--- src/rtl/vga_timing_pkg.sv ---
`default_nettype none
// ============================================================================
//  Module   : vga_timing_pkg
//  Purpose  : Default VGA 640x480 timing, derived line/frame constants and the
//             receiver lock-state encoding shared by the sync receiver.
//  Revision : 1.0 - initial release
// ============================================================================
package vga_timing_pkg;

    localparam int VGA_H_DISPLAY = 640;
    localparam int VGA_H_FRONT   = 16;
    localparam int VGA_H_SYNC    = 96;
    localparam int VGA_H_BACK    = 48;
    localparam int VGA_V_DISPLAY = 480;
    localparam int VGA_V_BOTTOM  = 10;
    localparam int VGA_V_SYNC    = 2;
    localparam int VGA_V_TOP     = 33;

    localparam int VGA_H_TOTAL = VGA_H_DISPLAY + VGA_H_FRONT + VGA_H_SYNC + VGA_H_BACK;
    localparam int VGA_H_SS    = VGA_H_DISPLAY + VGA_H_FRONT;
    localparam int VGA_V_TOTAL = VGA_V_DISPLAY + VGA_V_BOTTOM + VGA_V_SYNC + VGA_V_TOP;
    localparam int VGA_V_SS    = VGA_V_DISPLAY + VGA_V_BOTTOM;

    typedef enum logic [1:0] {
        UNLOCKED = 2'd0,
        H_ACQ    = 2'd1,
        V_ACQ    = 2'd2,
        LOCKED   = 2'd3
    } vsr_state_t;

endpackage
`default_nettype wire

--- src/rtl/sync_edge_detect.sv ---
`default_nettype none
// ============================================================================
//  Module   : sync_edge_detect
//  Purpose  : Polarity-normalises one sync input and flags its assertion edge.
//             With VSR_INPUT_SYNC_EN defined the input first crosses a 2-flop
//             synchronizer (adds 2 cycles of latency).
//  Revision : 1.0 - initial release
// ============================================================================
module sync_edge_detect #(
    parameter bit SYNC_POL = 1'b0
) (
    input  logic clk,
    input  logic reset,
    input  logic i_sync,
    output logic o_asserted,
    output logic o_edge
);

    logic w_raw_asserted;
    logic w_level;
    logic r_prev;

    assign w_raw_asserted = (i_sync == SYNC_POL);

`ifdef VSR_INPUT_SYNC_EN
    logic [1:0] r_sync;

    always_ff @(posedge clk) begin
        if (!reset) begin
            r_sync <= 2'b00;
        end else begin
            r_sync <= {r_sync[0], w_raw_asserted};
        end
    end

    assign w_level = r_sync[1];
`else
    assign w_level = w_raw_asserted;
`endif

    always_ff @(posedge clk) begin
        if (!reset) begin
            r_prev <= 1'b0;
        end else begin
            r_prev <= w_level;
        end
    end

    assign o_asserted = w_level;
    assign o_edge     = w_level & ~r_prev;

endmodule
`default_nettype wire

--- src/rtl/video_sync_receiver.sv ---
`default_nettype none
// ============================================================================
//  Module   : video_sync_receiver
//  Purpose  : Recovers hpos/vpos/display_on from raw hsync/vsync, locks to the
//             source and flags timing violations. Optional input synchronizer
//             is enabled by defining VSR_INPUT_SYNC_EN.
//  Revision : 1.0 - initial release
// ============================================================================
module video_sync_receiver
    import vga_timing_pkg::*;
#(
    parameter int H_DISPLAY  = VGA_H_DISPLAY,
    parameter int H_FRONT    = VGA_H_FRONT,
    parameter int H_SYNC     = VGA_H_SYNC,
    parameter int H_BACK     = VGA_H_BACK,
    parameter int V_DISPLAY  = VGA_V_DISPLAY,
    parameter int V_BOTTOM   = VGA_V_BOTTOM,
    parameter int V_SYNC     = VGA_V_SYNC,
    parameter int V_TOP      = VGA_V_TOP,
    parameter bit SYNC_POL   = 1'b0,
    parameter int LOCK_LINES = 4
) (
    input  logic       clk,
    input  logic       reset,
    input  logic       hsync_in,
    input  logic       vsync_in,
    output logic [9:0] hpos,
    output logic [9:0] vpos,
    output logic       display_on,
    output logic       locked,
    output logic       frame_start,
    output logic       sync_error
);

    localparam int H_TOTAL = H_DISPLAY + H_FRONT + H_SYNC + H_BACK;
    localparam int H_SS    = H_DISPLAY + H_FRONT;
    localparam int V_TOTAL = V_DISPLAY + V_BOTTOM + V_SYNC + V_TOP;
    localparam int V_SS    = V_DISPLAY + V_BOTTOM;
    localparam int CNT_W   = $clog2(LOCK_LINES + 1);

    localparam logic [9:0]       c_h_last    = 10'(H_TOTAL - 1);
    localparam logic [9:0]       c_v_last    = 10'(V_TOTAL - 1);
    localparam logic [9:0]       c_h_ss      = 10'(H_SS);
    localparam logic [9:0]       c_v_ss      = 10'(V_SS);
    localparam logic [9:0]       c_h_disp    = 10'(H_DISPLAY);
    localparam logic [9:0]       c_v_disp    = 10'(V_DISPLAY);
    localparam logic [CNT_W-1:0] c_lock_cnt  = CNT_W'(LOCK_LINES);

    vsr_state_t       r_state;
    vsr_state_t       w_state_next;
    logic [CNT_W-1:0] r_good_cnt;
    logic [CNT_W-1:0] w_good_cnt_next;
    logic [CNT_W-1:0] w_good_cnt_inc;
    logic [9:0]       r_hpos;
    logic [9:0]       r_vpos;
    logic [9:0]       w_hpos_inc;
    logic [9:0]       w_vpos_inc;
    logic [9:0]       w_hpos_next;
    logic [9:0]       w_vpos_next;
    logic             r_display_on;
    logic             r_frame_start;
    logic             r_sync_error;
    logic             w_h_asserted;
    logic             w_h_edge;
    logic             w_v_asserted_unused;
    logic             w_v_edge;
    logic             w_h_wrap;
    logic             w_h_viol;
    logic             w_v_viol;
    logic             w_viol;
    logic             w_locked_next;

    sync_edge_detect #(
        .SYNC_POL   (SYNC_POL)
    ) u_hsync_edge (
        .clk        (clk),
        .reset      (reset),
        .i_sync     (hsync_in),
        .o_asserted (w_h_asserted),
        .o_edge     (w_h_edge)
    );

    sync_edge_detect #(
        .SYNC_POL   (SYNC_POL)
    ) u_vsync_edge (
        .clk        (clk),
        .reset      (reset),
        .i_sync     (vsync_in),
        .o_asserted (w_v_asserted_unused),
        .o_edge     (w_v_edge)
    );

    // Free-running counters; a sync edge overrides the natural increment.
    assign w_hpos_inc  = (r_hpos == c_h_last) ? 10'd0 : r_hpos + 10'd1;
    assign w_h_wrap    = !w_h_edge && (r_hpos == c_h_last);
    assign w_vpos_inc  = !w_h_wrap ? r_vpos :
                         ((r_vpos == c_v_last) ? 10'd0 : r_vpos + 10'd1);
    assign w_hpos_next = w_h_edge ? c_h_ss : w_hpos_inc;
    assign w_vpos_next = w_v_edge ? c_v_ss : w_vpos_inc;

    assign w_h_viol = (r_state != UNLOCKED) &&
                      ((w_h_edge && (w_hpos_inc != c_h_ss)) ||
                       ((w_hpos_inc == c_h_ss) && !w_h_asserted));
    assign w_v_viol = (r_state == LOCKED) && w_v_edge && (w_vpos_inc != c_v_ss);
    assign w_viol   = w_h_viol || w_v_viol;

    assign w_good_cnt_inc = r_good_cnt + 1'b1;

    always_comb begin
        w_state_next    = r_state;
        w_good_cnt_next = r_good_cnt;
        case (r_state)
            UNLOCKED: begin
                if (w_h_edge) begin
                    w_state_next    = H_ACQ;
                    w_good_cnt_next = '0;
                end
            end
            H_ACQ: begin
                if (w_h_viol) begin
                    w_good_cnt_next = '0;
                end else if (w_h_edge) begin
                    w_good_cnt_next = w_good_cnt_inc;
                    if (w_good_cnt_inc == c_lock_cnt) begin
                        w_state_next = V_ACQ;
                    end
                end
            end
            V_ACQ: begin
                if (w_h_viol) begin
                    w_state_next    = H_ACQ;
                    w_good_cnt_next = '0;
                end else if (w_v_edge) begin
                    w_state_next = LOCKED;
                end
            end
            LOCKED: begin
                if (w_viol) begin
                    w_state_next    = H_ACQ;
                    w_good_cnt_next = '0;
                end
            end
            default: begin
                w_state_next    = UNLOCKED;
                w_good_cnt_next = '0;
            end
        endcase
    end

    assign w_locked_next = (w_state_next == LOCKED);

    always_ff @(posedge clk) begin
        if (!reset) begin
            r_state       <= UNLOCKED;
            r_good_cnt    <= '0;
            r_hpos        <= '0;
            r_vpos        <= '0;
            r_display_on  <= 1'b0;
            r_frame_start <= 1'b0;
            r_sync_error  <= 1'b0;
        end else begin
            r_state       <= w_state_next;
            r_good_cnt    <= w_good_cnt_next;
            r_hpos        <= w_hpos_next;
            r_vpos        <= w_vpos_next;
            // Flags are computed from next-state values so they line up with hpos/vpos.
            r_display_on  <= w_locked_next && (w_hpos_next < c_h_disp) &&
                             (w_vpos_next < c_v_disp);
            r_frame_start <= w_locked_next && (w_hpos_next == 10'd0) &&
                             (w_vpos_next == 10'd0);
            r_sync_error  <= w_viol;
        end
    end

    assign hpos        = r_hpos;
    assign vpos        = r_vpos;
    assign display_on  = r_display_on;
    assign locked      = (r_state == LOCKED);
    assign frame_start = r_frame_start;
    assign sync_error  = r_sync_error;

endmodule
`default_nettype wire

--- config.mk ---
export PLATFORM = sky130hd
export DESIGN_NAME = video_sync_receiver
export DESIGN_NICKNAME = d
export VERILOG_FILES = /design/src/rtl/vga_timing_pkg.sv /design/src/rtl/sync_edge_detect.sv /design/src/rtl/video_sync_receiver.sv
export SDC_FILE = /design/constraint.sdc
export NUM_CORES = 1
export LEC_CHECK = 0
export BUFFER_PORTS_ARGS = -buffer_cell sky130_fd_sc_hd__buf_2
export CORE_MARGIN = 2
export CORE_UTILIZATION = 53
export CTS_BUF_LIST = sky130_fd_sc_hd__clkbuf_2
export DETAILED_ROUTE_END_ITERATION = 16
export GPL_ROUTABILITY_DRIVEN = 0
export GPL_TIMING_DRIVEN = 0
export PLACE_DENSITY = 0.76
export SLEW_MARGIN = 20
export SYNTH_ARGS = -nofsm -noshare
export SYNTH_HDL_FRONTEND = slang
export SYNTH_SLANG_ARGS = --single-unit
--- constraint.sdc ---
create_clock -name clk -period 2.7 [get_ports clk]
set_input_delay 0.405 -clock clk [delete_from_list [all_inputs] [get_ports clk]]
set_output_delay 0.405 -clock clk [all_outputs]
set_load 0.005 [all_outputs]
==> metrics.log, run 1 <==
INFO  metric status = complete, but fails checks
INFO  metric violated_checks = setup timing
INFO  metric worst-path-max-fanout = 4
INFO  metric cts-hold-fix-buffers = 0
INFO  metric io_buffer_count = 27
INFO  metric measured_slew_at_the_worst_slew_check_pin = 0.586 ns
INFO  metric critical-path-top-cell-by-count = sky130_fd_sc_hd__or4_4
INFO  metric die_area = 4190 um2
INFO  metric power.combinational.fraction = 18.3%
INFO  metric final_max_slew_viol_count = 0
INFO  metric cpLargestDelayFamily = simple AND/OR/NAND/NOR gates
INFO  metric worst-setup-path-type = register to register
INFO  metric floorplan.die.height = approximately 65 um
INFO  metric hold_violations = 0
INFO  metric cp_num_buf_inv = 0
INFO  metric clkSinkCount = 30
INFO  metric hp-class = input port to register
INFO  metric grt_pass1_wl = 8.74 mm
INFO  metric ratio_of_cells_with_drive_above_1_in_the_final_layout = 32.0%
INFO  metric clock_skew = about 0.012 ns
INFO  metric cts_buf_count = 5
INFO  metric ys_ff_latch = 30
INFO  metric detail-route-antenna-nets = 0
INFO  metric grt_util_all_layers = about 27%
INFO  metric die_width = 64.7 um
INFO  metric nFillCells = 310
INFO  metric cts_clock_pin_slew_for_the_worst_setup_and_hold_paths = between 0.15 and 0.2 ns
INFO  metric netlist_top_cells_area = sky130_fd_sc_hd__dfxtp_1 31%, sky130_fd_sc_hd__nand2_1 5.4%, sky130_fd_sc_hd__nor2_1 4.0%
INFO  metric grt-ovfl-total = 0
INFO  metric switching_share = 31.5%
INFO  metric setup.worst_path.start_class = register
INFO  metric finalWorstSetupSlack = -0.0381 ns
INFO  metric final_cell_area = 2530 um2
INFO  metric synth_area = 1960 um2
INFO  metric setup-violations-final = 1
INFO  metric total_nets_final = 311
INFO  metric ys.flop_type = sky130_fd_sc_hd__dfxtp_1
INFO  metric rows = 22
INFO  metric period_minus_slack = 2.74 ns
INFO  metric finalNonFillerCells = 351
INFO  metric crit_arrival = 3.03 ns
INFO  metric maximum_number_of_pins_on_one_net_before_global_route_repair = 11
INFO  metric top_level_ports = 28
INFO  metric critical_path.endpoint_type = register
INFO  metric fin_total_pwr = between 800 and 900 uW
INFO  metric share_seq_of_total_power = a little under three fifths
INFO  metric worstSkewPairLatency = between 0.3 and 0.4 ns
INFO  metric dr.pass1.iters = 4
INFO  metric drv_cap = 0
INFO  metric antenna_cells_inserted = 0
INFO  metric multi_input_comb_area = 1400 um2
INFO  metric place_hpwl = 3.57 mm
INFO  metric f_max = 365 MHz
INFO  metric ys_types = 57
INFO  metric core_region_area = 3610 um2
INFO  metric drt-vias-per-instance = 5.89
INFO  metric p_clk_share = between 20 and 30%
INFO  metric cts_root_buffer = sky130_fd_sc_hd__clkbuf_2
INFO  metric critPathRequiredTime = 2.99 ns
INFO  metric initial_core_utilization = 54.2%
INFO  metric pwr_density_cell = ~340 nW/um2
INFO  metric number_of_remaining_drc_errors = 0
INFO  metric layout.cells.most_common_list = 28 x sky130_fd_sc_hd__nand2_1, 27 x sky130_fd_sc_hd__buf_2, 23 x sky130_fd_sc_hd__buf_4
INFO  metric syn_to_final_growth = 29.4%
INFO  metric post-place-cells = 321
INFO  metric slew_headroom = between 60% and 70%
INFO  metric detailroute.via_count = 2067
INFO  metric post-route-period-util = 101%
INFO  metric layout_commonest_cell = sky130_fd_sc_hd__nand2_1
INFO  metric synthesis.yosys.warnings = 0
INFO  metric path_cells = or3_4, or4_4, o31a_1, nor2_2, o211ai_1, or4_4, nor4_4
INFO  metric net-switching-power = 270 uW
INFO  metric timing.critical_path.slowest_cell_delay = 0.57 ns
INFO  metric wl_per_cell = around 15 um
INFO  metric ir_worst_vdd = about 320 uV
INFO  metric ys_async_sr_fraction = 0%
INFO  metric pre_cts_slack = -0.652 ns
INFO  metric synth_seq_area_share = 30.7%
INFO  metric final-seq-area = ~630 um2
INFO  metric syn_inst = 246
INFO  metric synth_largest_type_area_fraction = 30.7%
INFO  metric detailedRoute.firstIterationViolations = 121
INFO  metric grt_antenna_before_repair = 0
INFO  metric cpMaxStageDelayCell = sky130_fd_sc_hd__or4_4
INFO  metric fin_worst_hold_slack = slightly above 0.2 ns
INFO  metric syn_area_per_cell = 7.95 um2
INFO  metric placement.cell_area = 2150 um2
INFO  metric cts.path.max_buffers = 2
INFO  metric power.static_leakage = 0.000998 uW
INFO  metric p_int = 589 uW
INFO  metric cell_type_contributing_the_most_total_cell_area_after_synthesis = sky130_fd_sc_hd__dfxtp_1
INFO  metric cts.htree.levels = 2
INFO  metric wirelength = 5.39 mm
INFO  metric tritoncts = done
INFO  metric postSynthNetCount = 255
INFO  metric rsz0062_at_grt = true
INFO  metric first_global_vias = 1903
INFO  metric number_of_synthesized_flops_with_an_enable_pin = 0
-- logic make-up (layout without fill, tap and decap cells) --
| group | after synthesis | in the layout | share of synthesized area, % |
|---|---|---|---|
| xor gates and xnor gates | 13 | 13 | 5.82 |
| AOI/OAI and AO/OA | 57 | 57 | 20.0 |
| and+or+nand+nor | 117 | 117 | 33.5 |
| adders and majority gates | 5 | 5 | 3.20 |
| muxes | 4 | 4 | 2.05 |
| DFF | 30 | 30 | 30.7 |
| buffers and inverters | 20 | 77 | 4.67 |
-- per-stage QoR --
| step | util, % | TNS, ns |
|---|---|---|
| after global placement | 59.7 | -3.22 |
| after global routing | 70.2 | -0.417 |
| after floorplan | - | 0 |
| after detailed placement | 59.7 | -3.42 |
| after CTS | 64.6 | -0.00586 |
| final | 70.2 | -0.0381 |
-- sequential cells by signal, indices dropped and copies added (netlist names) --
register / count
display_on: 1
frame_start: 1
hpos: 10
r_good_cnt: 3
r_state: 2
sync_error: 1
u_hsync_edge.r_prev: 1
u_vsync_edge.r_prev: 1
vpos: 10
-- layer usage --
metal | GRT usage, % | part of all wire, % | vias up
met5 | 0 | 0 | -
met3 | 5.03 | 3.0 | 6
met2 | 47.4 | 52 | 44
li1 | - | - | 1026
met4 | 7.18 | 1.1 | 0
met1 | 33.3 | 44 | 991
-- worst paths after layout --
path,from,to,slack (ns),cells past startpoint
max,hpos[5],frame_start,-0.04,7
max reg2reg,hpos[5],frame_start,-0.04,7
min,vsync_in,u_vsync_edge.r_prev,0.20,2
min reg2reg,hpos[0],hpos[0],0.45,1
-- worst register-to-register path: stages, from the launching register on --
cell and delay [ns]:
sky130_fd_sc_hd__dfxtp_2 0.36, sky130_fd_sc_hd__or3_4 0.39, sky130_fd_sc_hd__or4_4 0.57, sky130_fd_sc_hd__o31a_1 0.35
sky130_fd_sc_hd__nor2_2 0.14, sky130_fd_sc_hd__o211ai_1 0.13, sky130_fd_sc_hd__or4_4 0.45, sky130_fd_sc_hd__nor4_4 0.27
-- layout make-up --
cell class / count / area share [%]
clock inverter: 2 / 0.346
tap: 48 / 2.37
buffer: 7 / 1.38
multi-input combinational: 196 / 55.5
sequential: 30 / 24.7
timing repair buffer: 52 / 13.0
clock buffer: 6 / 1.19
inverter: 10 / 1.48
-- repair_timing --
action                     CTS  global route
hold endpoints to repair     0             0
gates cloned                 0             0
resized for setup           17            26
setup buffers               11            14
setup endpoints to repair   10             8
pin swaps                   11            13
-- synth_stat cells, drive strengths merged (4+ instances only) --
master and instances:
inv 9, xor2 7, nor4 7, nand3 10
nor3b 4, nor2 22, nand2b 4, and2 4
clkbuf 6, a21oi 15, dfxtp 30, o21ai 9
mux2i 4, a31oi 7, nand2 28, ha 5
xnor2 6, nand4 7, nor3 8, buf 4
and3 4
-- power groups by stage --
stage                     clock network, uW  registers [uW]  logic (uW)
after global placement                    0             491         119
final                                   223             480         157
after floorplan                           0             488        82.9
after global routing                    252             483         174
after detailed placement                  0             492         120
after CTS                               233             484         133
Note: power is estimated with default switching activity, not from simulation.
==> run 2, diff against run 1 <==
--- a/config.mk
+++ b/config.mk
@@ -5,8 +5,9 @@
 export SDC_FILE = /design/constraint.sdc
 export NUM_CORES = 1
 export LEC_CHECK = 0
+export ABC_AREA = 1
 export BUFFER_PORTS_ARGS = -buffer_cell sky130_fd_sc_hd__buf_2
-export CORE_MARGIN = 2
+export CORE_MARGIN = 5
 export CORE_UTILIZATION = 53
 export CTS_BUF_LIST = sky130_fd_sc_hd__clkbuf_2
 export DETAILED_ROUTE_END_ITERATION = 16
==> metrics.log, run 2 <==
INFO  metric cts-hold-fix-buffers = 0
INFO  metric place_hpwl = 3.43 mm
INFO  metric clock_skew = 0.0105 ns
INFO  metric number_of_remaining_drc_errors = 0
INFO  metric die_width = 70.2 um
INFO  metric grt_util_all_layers = 19.0%
INFO  metric cpMaxStageDelayCell = sky130_fd_sc_hd__dfxtp_1
INFO  metric cts_buf_count = 5
INFO  metric status = finished, final reports clean
INFO  metric ys_ff_latch = 30
INFO  metric syn_to_final_growth = 12.1%
INFO  metric worstHoldPathCells = 2
INFO  metric synth_area = 1920 um2
INFO  metric initial_core_utilization = 56.2%
INFO  metric die_area = 4930 um2
INFO  metric grt_antenna_before_repair = 0
INFO  metric setup-tns-final = 0 ns
INFO  metric detailedRoute.firstIterationViolations = between 50 and 60
INFO  metric cts.htree.levels = 2
INFO  metric hold_end = u_vsync_edge.r_prev
INFO  metric ratio_of_cells_with_drive_above_1_in_the_final_layout = between 10% and 20%
INFO  metric io_buffer_count = 27
INFO  metric pwr_density_cell = 388 nW/um2
INFO  metric postCtsResizedCells = 0
INFO  metric synth_seq_area_share = 31.3%
INFO  metric tritoncts = done
INFO  metric number_of_synthesized_flops_with_an_enable_pin = 0
INFO  metric critical_path.reg2reg.endpoint = r_good_cnt[1]
INFO  metric worstSkewPairLatency = 0.36 ns
INFO  metric drt-vias-per-instance = a little over 5
INFO  metric cts_clock_pin_slew_for_the_worst_setup_and_hold_paths = around 0.15 ns
INFO  metric cts_root_buffer = sky130_fd_sc_hd__clkbuf_2
INFO  metric maximum_number_of_pins_on_one_net_before_global_route_repair = 11
INFO  metric rows = 21
INFO  metric ff2ff_path_depth = 16
INFO  metric ys_async_sr_fraction = 0%
INFO  metric power.static_leakage = about 0.0011 uW
INFO  metric top_level_ports = 28
INFO  metric cell_with_the_most_instances_after_synthesis = sky130_fd_sc_hd__nand2_1
INFO  metric hp-start = vsync_in
INFO  metric critPathRequiredTime = 2.98 ns
INFO  metric detail-route-antenna-nets = 0
INFO  metric syn_area_per_cell = a little over 6 um2
INFO  metric worst_r2r_startpoint = hpos[0]
INFO  metric clkSinkCount = 30
INFO  metric hold_violations = 0
INFO  metric netlist_top_cells_area = sky130_fd_sc_hd__dfxtp_1 31%, sky130_fd_sc_hd__nand2_1 18%, sky130_fd_sc_hd__nor2_1 10%
INFO  metric timing.critical_path.slowest_cell_delay = 0.44 ns
INFO  metric measured_slew_at_the_worst_slew_check_pin = roughly 0.55 ns
INFO  metric layout.cells.most_common_list = 92 x sky130_fd_sc_hd__nand2_1, 51 x sky130_fd_sc_hd__nor2_1, 41 x sky130_fd_sc_hd__inv_1
INFO  metric core_region_area = 3420 um2
INFO  metric postSynthNetCount = 318
INFO  metric period_minus_slack = 2.28 ns
INFO  metric ys_types = 33
INFO  metric cts_setup_buffers = 0
INFO  metric cell_type_contributing_the_most_total_cell_area_after_synthesis = sky130_fd_sc_hd__dfxtp_1
INFO  metric post-route-period-util = 84.5%
INFO  metric grt-ovfl-total = 0
INFO  metric fin_worst_hold_slack = 0.201 ns
INFO  metric synth_largest_type_area_fraction = 31.3%
INFO  metric dr.pass1.iters = 4
INFO  metric nFillCells = 361
INFO  metric wl_per_cell = 11.4 um
INFO  metric post_synth_most_frequent_cells = 92 x sky130_fd_sc_hd__nand2_1, 51 x sky130_fd_sc_hd__nor2_1, 41 x sky130_fd_sc_hd__inv_1
INFO  metric first_global_vias = 1857
INFO  metric slew_headroom = 63.3%
INFO  metric hp-class = input port to register
INFO  metric syn_inst = just over 300
INFO  metric worst-path-max-fanout = 8
INFO  metric finalCoreUtilization = 63.0%
INFO  metric critical_path.endpoint_type = register
INFO  metric ir_worst_vdd = roughly 290 uV
INFO  metric wirelength = 4.45 mm
INFO  metric final_max_slew_viol_count = 0
INFO  metric setup-violations-final = 0
INFO  metric f_max = 438 MHz
INFO  metric antenna_cells_inserted = 0
INFO  metric crit_arrival = roughly 2.6 ns
INFO  metric worst_reg_to_reg_setup_slack = 0.42 ns
INFO  metric detailroute.via_count = roughly 2k
INFO  metric floorplan.die.height = 70.2 um
INFO  metric setup.worst_path.start_class = register
INFO  metric worst-setup-path-type = register to register
INFO  metric ys.flop_type = sky130_fd_sc_hd__dfxtp_1
INFO  metric total_nets_final = ~350
INFO  metric path_cells = ha_1, nand2_2, nor2_8, inv_2, nor2_1, nand4_1, nand2_1, nand2_1, nor2_1, nand3_1, nand2_2, nand2_2, nand2_2, nand2_1, nand2_1, nor2_1
INFO  metric synthesis.yosys.warnings = 0
INFO  metric drv_cap = 0
INFO  metric layout_commonest_cell = sky130_fd_sc_hd__nand2_1
INFO  metric rsz0062_at_grt = false
INFO  metric cts.path.max_buffers = 2
INFO  metric grt_pass1_wl = 7.67 mm
[run 2: cell count changes after synthesis, sizes merged, moves of 5 or more]
cell,delta
nand2,+70
inv,+36
nor2,+34
nand3,+17
a21oi,-8
xor2,-6
a31oi,-5
nor4,-5
[run 2: layout make-up]
class | count | area, um2 | area share (%)
well taps | 46 | 57.6 | 2.68
flip-flops and latches | 30 | 601 | 27.9
clock buffers | 6 | 30.0 | 1.40
clock inverters | 2 | 8.76 | 0.407
multi-input cells | 231 | 1130 | 52.6
plain buffers | 3 | 18.8 | 0.873
repair buffers | 27 | 135 | 6.28
inverters | 45 | 169 | 7.85
[run 2: worst max-delay path, delay by kind of cell, from the launching register on]
kind	cells	cell delay, ns
AND/OR/NAND/NOR	14	1.48
flip-flops	1	0.44
adder cells (fa/ha/maj)	1	0.23
buffers and inverters	1	0.05
[run 2: logic make-up (layout without fill, tap and decap cells)]
kind of cell	Yosys count	after routing	synth area share (%)
compound gates	20	20	6.45
fa+ha+maj	5	5	3.26
flops	30	30	31.3
buf+inv	48	83	9.78
xor+xnor	4	4	1.83
simple gates	202	202	47.4
[run 2: worst max path at each step]
stage                        from            end  slack, ns  cells past startpoint
after detailed placement  hpos[0]  r_good_cnt[1]       0.43                     16
after global routing      hpos[0]  r_good_cnt[1]       0.16                     16
final                     hpos[0]  r_good_cnt[1]       0.42                     16
after floorplan           hpos[0]  r_good_cnt[2]       0.70                     15
after global placement    hpos[0]  r_good_cnt[1]       0.44                     16
after CTS                 hpos[0]     display_on       0.40                     15
[run 2: where the power goes]
part           total [uW]  switching, uW  internal, uW  leakage, uW
Clock                 213            150          63.6    0.0000304
Combinational         133           81.4          51.9     0.000870
Sequential            487           24.3           463     0.000246
[run 2: per-stage QoR]
step | cells | worst slack (ns) | power, uW | instance area, um2
2_1_floorplan | 309 | 0.701 | 589 | 1920
3_3_place_gp | 382 | 0.443 | 628 | 2110
3_5_place_dp | 382 | 0.426 | 631 | 2110
4_1_cts | 390 | 0.400 | 847 | 2150
5_1_grt | 390 | 0.165 | 891 | 2150
6_report | 390 | 0.418 | 834 | 2150
[run 2: layer usage]
| metal | GRT usage, % | part of all wire [%] |
|---|---|---|
| met5 | 0 | 0 |
| met4 | 9.36 | 1.7 |
| met3 | 3.16 | 4.9 |
| met2 | 32.3 | 48 |
| met1 | 22.9 | 45 |
